--- config.mk ---
export PLATFORM = sky130hd
export DESIGN_NAME = sevenseg_scan_ctrl
export DESIGN_NICKNAME = d
export VERILOG_FILES = /design/src/rtl/sevenseg_scan_ctrl.sv
export SDC_FILE = /design/constraint.sdc
export NUM_CORES = 1
export LEC_CHECK = 0
export BUFFER_PORTS_ARGS = -buffer_cell sky130_fd_sc_hd__buf_2
export CORE_MARGIN = 4
export CORE_UTILIZATION = 45
export DETAILED_ROUTE_END_ITERATION = 6
export GPL_ROUTABILITY_DRIVEN = 0
export PLACE_DENSITY = 0.67
export SYNTH_ARGS = -nofsm -noshare
export SYNTH_HDL_FRONTEND = slang
export SYNTH_SLANG_ARGS = --single-unit
--- constraint.sdc ---
create_clock -name clk -period 2.6 [get_ports clk]
set_input_delay 0 -clock clk [delete_from_list [all_inputs] [get_ports clk]]
set_output_delay 0 -clock clk [all_outputs]
set_load 0.1 [all_outputs]
--- src/rtl/sevenseg_scan_ctrl.sv ---
// Eight-digit multiplexed 7-segment scan controller with inter-digit blanking
// and a staging register that updates the display only at frame boundaries.
module sevenseg_scan_ctrl #(
  parameter int unsigned CLK_HZ       = 100000000,
  parameter int unsigned DIGIT_HZ     = 1000,
  parameter int unsigned BLANK_CYCLES = 200,
  parameter int unsigned N_DIGITS     = 8
) (
  input  logic        clk,
  input  logic        resetn,
  input  logic [31:0] digit_data,
  input  logic [7:0]  digit_en,
  input  logic [7:0]  dp_in,
  input  logic        update,
  output logic        update_ack,
  output logic [7:0]  an,
  output logic [6:0]  seg,
  output logic        dp,
  output logic        frame_tick
);

  localparam int unsigned DWELL = CLK_HZ / DIGIT_HZ;
  localparam int unsigned CW    = (DWELL > 1) ? $clog2(DWELL) : 1;

  typedef enum logic {BLANK, DRIVE} state_t;

  state_t        state;
  logic [CW-1:0] cnt;
  logic [2:0]    idx;
  logic [31:0]   act_data, stg_data;
  logic [7:0]    act_en, stg_en, act_dp, stg_dp;
  logic          pending;

  logic          slot_end, frame_end;
  logic [3:0]    nibble;

  function automatic logic [6:0] hex_to_seg(input logic [3:0] h);
    logic [6:0] s;
    case (h)
      4'h0: s = 7'b1000000;
      4'h1: s = 7'b1111001;
      4'h2: s = 7'b0100100;
      4'h3: s = 7'b0110000;
      4'h4: s = 7'b0011001;
      4'h5: s = 7'b0010010;
      4'h6: s = 7'b0000010;
      4'h7: s = 7'b1111000;
      4'h8: s = 7'b0000000;
      4'h9: s = 7'b0010000;
      4'hA: s = 7'b0001000;
      4'hB: s = 7'b0000011;
      4'hC: s = 7'b1000110;
      4'hD: s = 7'b0100001;
      4'hE: s = 7'b0000110;
      default: s = 7'b0001110;
    endcase
    return s;
  endfunction

  always_comb begin
    slot_end  = (cnt == CW'(DWELL - 1));
    frame_end = slot_end && (idx == 3'(N_DIGITS - 1));
    nibble    = act_data[{idx, 2'b00} +: 4];
  end

  always_ff @(posedge clk) begin
    if (!resetn) begin
      state      <= BLANK;
      cnt        <= '0;
      idx        <= '0;
      act_data   <= '0;
      act_en     <= '0;
      act_dp     <= '0;
      stg_data   <= '0;
      stg_en     <= '0;
      stg_dp     <= '0;
      pending    <= 1'b0;
      update_ack <= 1'b0;
      frame_tick <= 1'b0;
      an         <= '1;
      seg        <= '1;
      dp         <= 1'b1;
    end else begin
      update_ack <= 1'b0;
      frame_tick <= 1'b0;

      if (slot_end) begin
        cnt   <= '0;
        state <= (BLANK_CYCLES == 0) ? DRIVE : BLANK;
        idx   <= frame_end ? '0 : idx + 3'd1;
      end else begin
        cnt <= cnt + 1'b1;
        if (32'(cnt) + 32'd1 == BLANK_CYCLES) state <= DRIVE;
      end

      // The copy reads staging before this cycle's capture, so an update
      // landing on the frame-end edge stays pending for the following frame.
      if (frame_end) begin
        frame_tick <= 1'b1;
        if (pending) begin
          act_data   <= stg_data;
          act_en     <= stg_en;
          act_dp     <= stg_dp;
          pending    <= 1'b0;
          update_ack <= 1'b1;
        end
      end

      if (update) begin
        stg_data <= digit_data;
        stg_en   <= digit_en;
        stg_dp   <= dp_in;
        pending  <= 1'b1;
      end

      an  <= '1;
      seg <= '1;
      dp  <= 1'b1;
      if (state == DRIVE && act_en[idx]) begin
        an[idx] <= 1'b0;
        seg     <= hex_to_seg(nibble);
        dp      <= ~act_dp[idx];
      end
    end
  end

endmodule

==> run_results.csv <==
group,metric,value,unit
die,rows,41,
die,core_area,12670,µm²
clock_tree,clkTransAtPathRegs,0.06,ns
route,drcViolationCount,0,
synth,ys_async_sr_fraction,0,
run_status,status,"completed",
power,p_int,4057,µW
synth,synth-main-ff-cell,"dfxtp_1",
critical_path,start_kind,"flop",
critical_path,cp.arrival,2.71,ns
sta,slew_violations,0,
sta,period_minus_slack,2.429,ns
power,p_leak,0.002927,µW
clock_tree,clock_latency,0.42,ns
critical_path,cp-end-kind,"flop",
die,start_util,0.4616,
critical_path,timing.critical_path.buf_inv,1,
synth,seq_area_frac_synth,0.4655,
grt,track_usage,0.1889,
route,wl_per_cell,14.28,µm
finish,n_antenna_cell,0,
sta,fmax,411.8,MHz
synth,yosysTopAreaCell,"dfxtp_1",
critical_path,cp_top_family,"compound AO/OA/AOI/OAI gates",
clock_tree,root_buffer,"clkbuf_16",
flow_run,drv_cap,0,
synth,synth.top_cell.area_share,0.4655,
route,num_vias,4601,
finish,layout-drive-gt1-share,0.1930,
sta,rsz0062_at_grt,"false",
clock_tree,tritoncts,"yes",
synth,yosysMostFrequentCell,"dfxtp_1",
critical_path,crit_type,"flop to flop",
route,avgViaCountPerCell,5.039,
critical_path,crit_required,2.88,ns
clock_tree,cts_buffers,17,
placed_design,dp_hpwl,8.943,mm
synth,syn_area,5849,µm²
route,dr.first_iter.drc_count,309,
sta,finalHoldViolations,0,
power,swShare,0.1989,
die,boundaryPins,69,
finish,fillerInstances,1086,
power,power_switching,1007,µW
sta,fin_setup_tns,0,ns
finish,nets,789,
finish,register_area,2724,µm²
synth,synth_warnings,0,
critical_path,slowest_stage,"dfxtp_1",
sta,relSlewSlack,0.5699,
sta,tightestPinTransition,0.6452,ns
route,dr.pass1.iters,4,
power,ir_drop,0.0004656,V
grt,grt.overflow.total,0,
grt,grt_max_degree,68,
critical_path,critPathMaxFanout,4,
synth,synth_top_cells_by_count,"dfxtp_1, nand2_1, mux2i_1",
sta,finClkSkew,0.007141,ns
critical_path,cp_slowest_stage_delay,0.42,ns
finish,multi_input_area,2928,µm²
clock_tree,cts.sinks,136,
grt,antenna_found_initial,0,
grt,grt_pass1_wl,22.17,mm
route,drt_wl_total,13.04,mm
grt,grt_pass1_vias,4622,
die,die_w,122.0,µm
synth,synth_cell_types,53,
sta,finalSetupViolations,0,
min_path,hold_path_class,"input pin to flop",
route,postRouteAntennaNets,0,
synth,synthCells,618,
die,die_y,122.0,µm
synth,ys_seq_elements,136,
clock_tree,cts.path.max_buffers,2,
sta,hold_ws,0.08848,ns
clock_tree,cts_max_level,4,
synth,avgSynthCellArea,9.465,µm²
die,die-area,14890,µm²
synth,synth_edf_count,0,
finish,synthToLayoutAreaGrowth,28.77,%
clock_tree,post-cts-setup-buffer-count,0,
critical_path,crit_path_cell_trace,"mux2_2 > a221o_1 > a22oi_2 > inv_1 > ha_1 > nand2_1 > a21boi_0 > or4_1",
power,combinationalPowerShare,0.048,
power,clockPowerShare,0.524,
sta,period_share,0.9341,
synth,synth_fp_nets,679,
synth,synth.area.top_cells,"dfxtp_1, mux2i_1, nand2_1",
power,pwr-share-seq,0.428,
placed_design,io_buffers,68,
power,power_density,672.4,nW/µm²
==> state kept, by name (all words and copies together) (netlist names), 3 cells and up <==
signal	flops
stg_dp	8
act_dp	8
seg	7
an	8
stg_en	8
act_en	8
cnt	17
act_data	32
stg_data	32
idx	3
==> cells in the final DEF (no fill, tap or decap), drive strengths merged, types with 6 or more instances in the layout <==
master	instances
xnor2	10
buf	87
nand2	127
a21boi	53
nor3	7
nand4	6
dfxtp	136
nor2b	52
xor2	9
mux2i	54
clkbuf	20
nor2	24
dlygate4sd3	48
ha	10
mux4	8
nand3	9
==> stage by stage <==
stage	util	std cells	total power, µW	setup WS (ns)	area (µm²)
6_report	0.5945	913	5065	0.1714	7532
5_1_grt	0.5945	913	5235	0.05987	7532
4_1_cts	0.5935	913	5108	0.1023	7520
3_5_place_dp	0.5032	833	2399	0.1253	6376
3_3_place_gp	0.5032	833	2391	0.2105	6376
2_1_floorplan	-	618	2325	0.03044	5849
==> per-layer routing <==
metal / part of all wire / GRT usage / up-vias
li1: - / - / 2315
met1: 0.45 / 0.2379 / 2148
met2: 0.48 / 0.3094 / 117
met3: 0.045 / 0.05339 / 21
met4: 0.020 / 0.07003 / 0
met5: 0 / 0 / -
==> power by group through the flow <==
stage / Clock [µW] / Combinational (µW) / Sequential [µW]
3_5_place_dp: 0 / 186 / 2210
2_1_floorplan: 0 / 126 / 2200
4_1_cts: 2700 / 242 / 2170
6_report: 2650 / 243 / 2170
5_1_grt: 2790 / 270 / 2170
3_3_place_gp: 0 / 179 / 2210
==> layout make-up <==
type | count | share of cell area
clock inverter | 12 | 0.02608
inverter | 6 | 0.002990
clock buffer | 20 | 0.06196
sequential | 136 | 0.3616
timing repair buffer | 135 | 0.1301
multi-input combinational | 432 | 0.3887
tap | 172 | 0.02857
==> worst reg2reg max path, delay by kind of cell, from the launching register on <==
family	cells	cell delay, ns
muxes	1	0.35
DFF	1	0.42
buffers and inverters	1	0.11
AOI/OAI and AO/OA	3	0.68
and+or+nand+nor	2	0.51
adders and majority gates	1	0.22
==> kinds of logic (layout without fill, tap and decap cells) <==
group	after synthesis	in the layout	synth area share
simple gates	258	258	0.2173
compound gates	78	78	0.09925
flops	136	136	0.4655
fa+ha+maj	10	10	0.02139
buf+inv	50	173	0.03529
mux	67	67	0.1328
xor+xnor	19	19	0.02845
==> worst paths after layout <==
check                          from                      to  slack, ns  cells past startpoint
max             idx[1]$_SDFFE_PN0P_       seg[3]$_SDFF_PN1_       0.17                      8
min                          resetn        an[6]$_SDFF_PN1_       0.09                      4
max reg2reg     idx[1]$_SDFFE_PN0P_       seg[3]$_SDFF_PN1_       0.17                      8
min reg2reg  act_dp[5]$_SDFFE_PN0P_  act_dp[5]$_SDFFE_PN0P_       0.45                      2
==> repair_timing <==
action	4_1_cts	5_1_grt
endpoints found under the hold margin	48	0
setup endpoints to repair	0	1
gates resized for setup	0	4
hold buffers	48	0
(Power assumes the default switching activity.)
